### src/rtl/config_loader_pkg.sv
// Shared definitions for the configuration frame loader.
//   - Opcode constants for command words.
//   - Loader state enum.
//   - Command field positions plus small helpers to extract them.
package config_loader_pkg;

  localparam int unsigned OP_MSB  = 31;
  localparam int unsigned OP_LSB  = 28;
  localparam int unsigned IDX_MSB = 4;
  localparam int unsigned IDX_LSB = 0;
  localparam int unsigned OP_W    = OP_MSB - OP_LSB + 1;
  localparam int unsigned IDX_W   = IDX_MSB - IDX_LSB + 1;

  localparam logic [OP_W-1:0] OP_NOP    = 4'h0;
  localparam logic [OP_W-1:0] OP_WRITE  = 4'h1;
  localparam logic [OP_W-1:0] OP_CLRERR = 4'h2;

  typedef enum logic [2:0] {
    ST_IDLE,
    ST_DATA,
    ST_SETUP,
    ST_STROBE,
    ST_HOLD
  } state_t;

  function automatic logic [OP_W-1:0] get_opcode(input logic [31:0] word);
    return word[OP_MSB:OP_LSB];
  endfunction

  function automatic logic [IDX_W-1:0] get_idx(input logic [31:0] word);
    return word[IDX_MSB:IDX_LSB];
  endfunction

endpackage

### src/rtl/frame_strobe_decoder.sv
// Turns a frame index plus an enable into a one-hot strobe vector.
// The vector is all zero when the enable is low or the index is out of range.
// Ports:
//   idx     in  IDX_W       frame index
//   en      in  1           decode enable
//   onehot  out MAX_FRAMES  one-hot (or zero) strobe pattern
module frame_strobe_decoder
  import config_loader_pkg::*;
#(
  parameter int unsigned MAX_FRAMES = 20
) (
  input  logic [IDX_W-1:0]      idx,
  input  logic                  en,
  output logic [MAX_FRAMES-1:0] onehot
);

  always_comb begin
    onehot = '0;
    for (int unsigned i = 0; i < MAX_FRAMES; i++) begin
      if (en && (32'(idx) == i)) onehot[i] = 1'b1;
    end
  end

endmodule

### src/rtl/config_frame_loader.sv
// Sequences writes into the fabric configuration latch array.
// A WRITE command selects a frame, the next accepted word is the frame data.
// Data is driven one cycle before the strobe (SETUP) and held one cycle after
// it drops (HOLD), so latch data never moves while any strobe is high.
// Handshake: a word transfers on a rising CLK edge where in_valid and in_ready
// are both high; in_ready depends only on state, never on in_valid.
// Ports:
//   CLK, RST     clock, synchronous active-high reset
//   in_data      command or data word
//   in_valid     in_data is valid
//   in_ready     loader accepts a word this cycle (IDLE or DATA)
//   FrameData    registered data to the latch column
//   FrameStrobe  registered latch enables, one-hot or zero
//   busy         loader is not idle
//   err          sticky error (bad index or undefined opcode)
//   frame_count  completed frame writes, wraps silently
module config_frame_loader
  import config_loader_pkg::*;
#(
  parameter int unsigned FRAME_BITS    = 32,
  parameter int unsigned MAX_FRAMES    = 20,
  parameter int unsigned STROBE_CYCLES = 1,
  parameter int unsigned CNT_W         = 16
) (
  input  logic                  CLK,
  input  logic                  RST,
  input  logic [31:0]           in_data,
  input  logic                  in_valid,
  output logic                  in_ready,
  output logic [FRAME_BITS-1:0] FrameData,
  output logic [MAX_FRAMES-1:0] FrameStrobe,
  output logic                  busy,
  output logic                  err,
  output logic [CNT_W-1:0]      frame_count
);

  // Counter only needs to hold STROBE_CYCLES-1.
  localparam int unsigned SCW = (STROBE_CYCLES > 1) ? $clog2(STROBE_CYCLES) : 1;

  state_t                  state;
  logic [IDX_W-1:0]        idx_q;
  logic [SCW-1:0]          strobe_cnt;
  logic [MAX_FRAMES-1:0]   dec_vec;
  logic [IDX_W-1:0]        cmd_idx;
  logic                    idx_ok;

  assign cmd_idx  = get_idx(in_data);
  assign idx_ok   = 32'(cmd_idx) < MAX_FRAMES;
  assign in_ready = (state == ST_IDLE) || (state == ST_DATA);
  assign busy     = (state != ST_IDLE);

  frame_strobe_decoder #(.MAX_FRAMES(MAX_FRAMES)) u_decoder (
    .idx    (idx_q),
    .en     (state == ST_SETUP),
    .onehot (dec_vec)
  );

  always_ff @(posedge CLK) begin
    if (RST) begin
      state       <= ST_IDLE;
      idx_q       <= '0;
      strobe_cnt  <= '0;
      FrameData   <= '0;
      FrameStrobe <= '0;
      err         <= 1'b0;
      frame_count <= '0;
    end else begin
      case (state)
        ST_IDLE: begin
          if (in_valid) begin
            case (get_opcode(in_data))
              OP_NOP: ;
              OP_WRITE: begin
                // An out-of-range write is dropped whole: no data word follows.
                if (idx_ok) begin
                  idx_q <= cmd_idx;
                  state <= ST_DATA;
                end else begin
                  err <= 1'b1;
                end
              end
              OP_CLRERR: err <= 1'b0;
              default:   err <= 1'b1;
            endcase
          end
        end
        ST_DATA: begin
          // Any word here is data; no opcode decode.
          if (in_valid) begin
            FrameData <= in_data[FRAME_BITS-1:0];
            state     <= ST_SETUP;
          end
        end
        ST_SETUP: begin
          FrameStrobe <= dec_vec;
          strobe_cnt  <= SCW'(STROBE_CYCLES - 1);
          state       <= ST_STROBE;
        end
        ST_STROBE: begin
          if (strobe_cnt == '0) begin
            FrameStrobe <= '0;
            frame_count <= frame_count + CNT_W'(1);
            state       <= ST_HOLD;
          end else begin
            strobe_cnt <= strobe_cnt - SCW'(1);
          end
        end
        ST_HOLD: state <= ST_IDLE;
        default: state <= ST_IDLE;
      endcase
    end
  end

endmodule

### config.mk
export PLATFORM = sky130hd
export DESIGN_NAME = config_frame_loader
export DESIGN_NICKNAME = d
export VERILOG_FILES = /design/src/rtl/config_loader_pkg.sv /design/src/rtl/frame_strobe_decoder.sv /design/src/rtl/config_frame_loader.sv
export SDC_FILE = /design/constraint.sdc
export NUM_CORES = 1
export LEC_CHECK = 0
export ABC_AREA = 1
export CELL_PAD_IN_SITES_DETAIL_PLACEMENT = 1
export CELL_PAD_IN_SITES_GLOBAL_PLACEMENT = 1
export CORE_UTILIZATION = 29
export DETAILED_ROUTE_END_ITERATION = 12
export GPL_ROUTABILITY_DRIVEN = 0
export PLACE_DENSITY_LB_ADDON = 0.25
export SLEW_MARGIN = 40
export SYNTH_ARGS = -nofsm -noshare
export SYNTH_HDL_FRONTEND = slang
export SYNTH_SLANG_ARGS = --single-unit
### constraint.sdc
create_clock -name CLK -period 1.19 [get_ports CLK]
set_input_delay 0.2975 -clock CLK [delete_from_list [all_inputs] [get_ports CLK]]
set_output_delay 0.2975 -clock CLK [all_outputs]
set_load 0.05 [all_outputs]
After elaboration in Yosys (flattened, before gate mapping)
Index checks and enable logic that the tools add are counted.

storage, ports and cells
  flip-flop bits (word level) = 78
  bits of input ports = 35
  output and inout port bits = 71
  logic and storage cells = 106

cells by class
  $add $sub $neg = 2
  magnitude comparators = 1
  equality and inequality tests = 30
  muxes and demuxes = 32
  bitwise logic cells = 2
  reductions and logical operators = 32

operators with widths
  cell                                                                    count
  5-bit by 4-bit equality test with 1-bit output (second input constant)  8
  20-bit one-hot mux with 2 select lines                                  1
  1-bit two-way mux                                                       22
  5-bit by 3-bit equality test with 1-bit output (second input constant)  4
  5-bit equality test (second input constant)                             4
  1-bit logical AND                                                       20
  20-bit two-way mux                                                      1
  16-bit by 1-bit adder with 16-bit output (second input constant)        1
  3-bit two-way mux                                                       5
  3-bit one-hot mux with 4 select lines                                   1
  5-bit by 2-bit equality test with 1-bit output (second input constant)  2
  2-bit != test (second input constant)                                   5
  4-bit AND reduction                                                     2
  3-bit by 2-bit equality test with 1-bit output (second input constant)  2
  2-bit AND reduction                                                     3
  5-bit by 1-bit equality test with 1-bit output (second input constant)  1
  5-bit logical NOT                                                       1
  5-bit < comparator (second input constant)                              1
  5-bit AND reduction                                                     1
  4-bit by 1-bit equality test with 1-bit output (second input constant)  1
  4-bit by 2-bit equality test with 1-bit output (second input constant)  1
  4-bit logical NOT                                                       1
  3-bit by 1-bit equality test with 1-bit output (second input constant)  1
  3-bit logical NOT                                                       1
  8 further kinds                                                         9

Depth between registers and ports, before layout
  depth after elaboration = 5
  gate-level depth with buffers = 8

By module
From an unflattened synthesis, not the netlist that was laid out.

second synthesis, totals
  cells, all modules = 456
  area total of the unflattened synthesis = 3256.9 um2

modules (own cells, without submodules)
  module                times used  cells each  area each (um2)  sequential area each (um2)
  config_frame_loader   1           411         3080.5           1541.5
  frame_strobe_decoder  1           45          176.4            0.0

Least setup slack after synthesis
OpenSTA, ideal clock, no wires.

  kind = reg2reg
  from = register frame_count[1]
  to = register frame_count[4]
  setup time = 117 ps
  data arrival time = 1452 ps
  setup slack = -379 ps
  cell stages (with the launch flop) = 7
  buffers on the path = 0
  clock period less this slack = 1569 ps
  path through = dfxtp_1 -> ha_1 -> inv_1 -> nor2_1 -> nand2_1 -> o21ai_0 -> nor2_1

between the ends
  cells in the longest elaborated chain, start to end = 1

ends and longest elaborated chain
  item                                      line                        RTL
  from (decl)                               config_frame_loader.sv:34   output logic [CNT_W-1:0] frame_count
  from (signal assigned)                    config_frame_loader.sv:102  frame_count <= frame_count + CNT_W'(1);
  16-bit by 1-bit adder with 16-bit output  config_frame_loader.sv:102

No other way between the ends.
A chain may end at the register's enable or synchronous reset.

Final worst setup path
  from = register state[2]
  to = register FrameData[30]

between the ends
  cells in the longest elaborated chain, start to end = 2

ends and longest elaborated chain
  item                                            line                       RTL
  from (decl)                                     config_frame_loader.sv:40  state_t state;
  from (signal assigned)                          config_frame_loader.sv:60  state <= ST_IDLE;
  from (signal assigned)                          config_frame_loader.sv:77  state <= ST_DATA;
  from (signal assigned)                          config_frame_loader.sv:91  state <= ST_SETUP;
  3-bit by 1-bit equality test with 1-bit output  config_frame_loader.sv:68  case (state)
  2-bit AND reduction (no source line)            --
  to (signal assigned)                            config_frame_loader.sv:90  FrameData <= in_data[FRAME_BITS-1:0];
  to (decl)                                       config_frame_loader.sv:30  output logic [FRAME_BITS-1:0] FrameData,

No other way between the ends.

==> qor.txt <==
Status = finished, violations left
Failing checks = setup timing
Hold path startpoint = in_data[28]
Root Buffer = clkbuf_8
Worst-case clock buffer depth = 2
Synth top area share = 48.45%
Synthesized cell area = 3182 µm²
First-pass GRT wire length = 18660 µm
PD cells = 749.8 nW/µm²
Wirelength per Cell = 19.19 µm
# placed instances = 689
Maxcap violations = 0
Top FF cell, synth = dfxtp_1
Core area = 10460 µm²
Critical path endpoint category = flip-flop
Setup WS pre-CTS = -414.8 ps
Final WL = 14220 µm
CTS tree = built
IO Port Bufs = 105
Synthesis Warnings = 0
Worst r2r src = state[2]$_SDFFE_PP0P_
Post-synth top cells = dfxtp_1, nand2_1, inv_1
Final Hold Viols = 0
Net count after synthesis = 462
Crit path from = state[2]$_SDFFE_PP0P_
CTS Buf Count = 9
Flop-to-flop setup slack = -230 ps
# setup viols final = 84
RSZ-0062 raised after global routing = true
Vias in the first global route = 3780
1st-iter DRT viols = 106
Clock-pin transition on the worst setup and hold timing paths = 90 ps
Period utilisation layout = 119.5%
DRC = 0
Worst-Skew Late Latency = 360 ps
Largest cells by area after synthesis = dfxtp_1, a21oi_1, nand2_1
Die X = 106.7 µm
WS Path Type = reg2reg
Setup TNS = -10610 ps
Row count = 37
Gate count after technology mapping = 426
Largest family of logic cells by synthesized area = simple AND/OR/NAND/NOR gates
Worst-Margin Slew = 354.1 ps
Syn Area/Cell = 7.469 µm²
Worst vdd ir = 0.4246 mV
Die area = 11390 µm²
Largest net degree at the start of global routing = 52
Hold Path Class = in2reg
Vias per cell = 4.896
Min cycle time layout = 1422 ps
Fill cells = 1139
P_leak = 2.562 nW
Synth Area in Simple Gates = 23.20%
Yosys top cell by area = dfxtp_1
Nets = 636
Compound-Gate Fraction of Synth Area = 17.77%
# hold bufs at CTS = 0
Num ports = 106
Post-synth ARST share = 0%
Post-synthesis xor/xnor area fraction = 0.2753%
Overflow after GRT = 0
Antenna viol nets, final = 0
Critical Path AT = 1690 ps
Worst EP required = 1460 ps
Most numerous cell in the Yosys netlist = dfxtp_1
Clock sink total = 77
Initial Util = 30.41%
Worst Path Max Fanout = 23
Routed vias = 3628
Maximum clock rate = 703.3 MHz
Slew headroom = 76.39%
Die height = 106.7 µm
Mux share of post-synthesis cell area = 0%
H-tree lvl count = 3
Post-synth EDFFs = 0
Seq cells post-synth = 77
Final Worst Setup Slack = -231.9 ps
HPWL after detailed placement = 7805 µm
Max Clock Skew = 16.90 ps
Worst setup SP type = flip-flop
Share of post-route cells with drive strength above 1 = 56.95%
Non-Filler Instances = 741
Register area share after synthesis = 48.45%
Adder-cell share of the synthesized area = 0.3932%
Area growth, synth to finish = 107.5%
Initial antenna violation count = 1
Drt first pass iters = 4
Netlist cell types = 29
Slew Viols, Final = 0
Global Route Usage Sum = 21.08%
==> report_power, final <==
part	internal (W)	switching [W]	leakage, nW
registers	0.00255	0.0000237	0.663
clock network	0.000742	0.00106	0.0771
logic	0.000276	0.000291	1.82
==> timing repair <==
item | 4_1_cts | 5_1_grt
cloned | 3 | 3
buffers inserted | 14 | 16
setup endpoints to repair | 85 | 104
pin swaps | 10 | 23
resized for setup | 89 | 125
==> per-stage QoR <==
stage                     total power, W  cell area, µm²  util (%)  hold slack [ps]
final                           0.004951            6604     63.12            300.9
after global routing            0.005122            6604     63.12            315.3
after CTS                       0.004841            6027     57.61            470.7
after detailed placement        0.003089            5458     52.16            475.6
after global placement          0.003073            5458     52.16            468.6
after floorplan                 0.002820            3302         -            443.7
==> critical path: stages, from the launching register on <==
cell	delay [ps]
dfxtp_4	380
nor2_4	140
buf_6	120
nand3_4	140
buf_4	190
buf_16	160
a21oi_1	210
==> cells by family (layout without fill, tap and decap cells) <==
| group | Yosys count | count (layout) |
|---|---|---|
| other | 0 | 1 |
| AOI/OAI and AO/OA | 107 | 107 |
| adders and majority gates | 1 | 1 |
| buffers and inverters | 80 | 258 |
| DFF | 77 | 77 |
| and+or+nand+nor | 160 | 160 |
| xor gates and xnor gates | 1 | 1 |
==> cells in the final DEF (no fill, tap or decap), types with 2 or more instances in the layout <==
cell,instances
a21oi_1,28
a21oi_2,24
a22oi_1,5
a22oi_2,3
buf_12,74
buf_16,2
buf_4,44
buf_6,21
clkbuf_16,3
clkbuf_8,9
clkdlybuf4s50_1,30
clkinv_2,2
clkinvlp_4,3
dfxtp_1,5
dfxtp_2,54
dfxtp_4,18
dlymetal6s2s_1,4
inv_1,61
inv_2,2
nand2_1,65
nand2_2,6
nand2_4,5
nand3_1,6
nand3_2,5
nand3_4,2
nand4_1,4
nor2_1,41
nor2_2,8
nor2_4,13
o21ai_1,7
o21ai_2,30
o21ai_4,6
==> worst paths after layout <==
kind                                                    to  cells after the start
worst max-delay path            FrameData[30]$_SDFFE_PP0P_                      6
worst min-delay path            FrameData[28]$_SDFFE_PP0P_                      3
worst max register to register  FrameData[30]$_SDFFE_PP0P_                      6
worst min register to register   FrameData[3]$_SDFFE_PP0P_                      2
==> final cells by class <==
class / count / area, µm² / share of cell area (%)
Multi-Input combinational cell: 269 / 1785 / 27.04
Antenna cell: 1 / 2.502 / 0.03789
Clock inverter: 6 / 41.29 / 0.6252
Sequential cell: 77 / 1677 / 25.39
Clock buffer: 9 / 123.9 / 1.876
Timing Repair Buffer: 179 / 2561 / 38.78
Tap cell: 136 / 170.2 / 2.577
Inverter: 64 / 242.7 / 3.676
==> state kept, by name (all words and copies together) (netlist names) <==
register / flops
state: 3
frame_count: 16
idx_q: 5
FrameData: 32
err: 1
FrameStrobe: 20
==> routing by layer <==
| metal | track usage (%) | vias to the layer above | share of wire [%] |
|---|---|---|---|
| met5 | 0 | - | 0 |
| met2 | 42.40 | 89 | 58 |
| met3 | 4.681 | 24 | 4.2 |
| met4 | 6.262 | 0 | 2.6 |
| li1 | - | 1708 | - |
| met1 | 21.20 | 1807 | 35 |
Power figures use the tool's default switching activity.
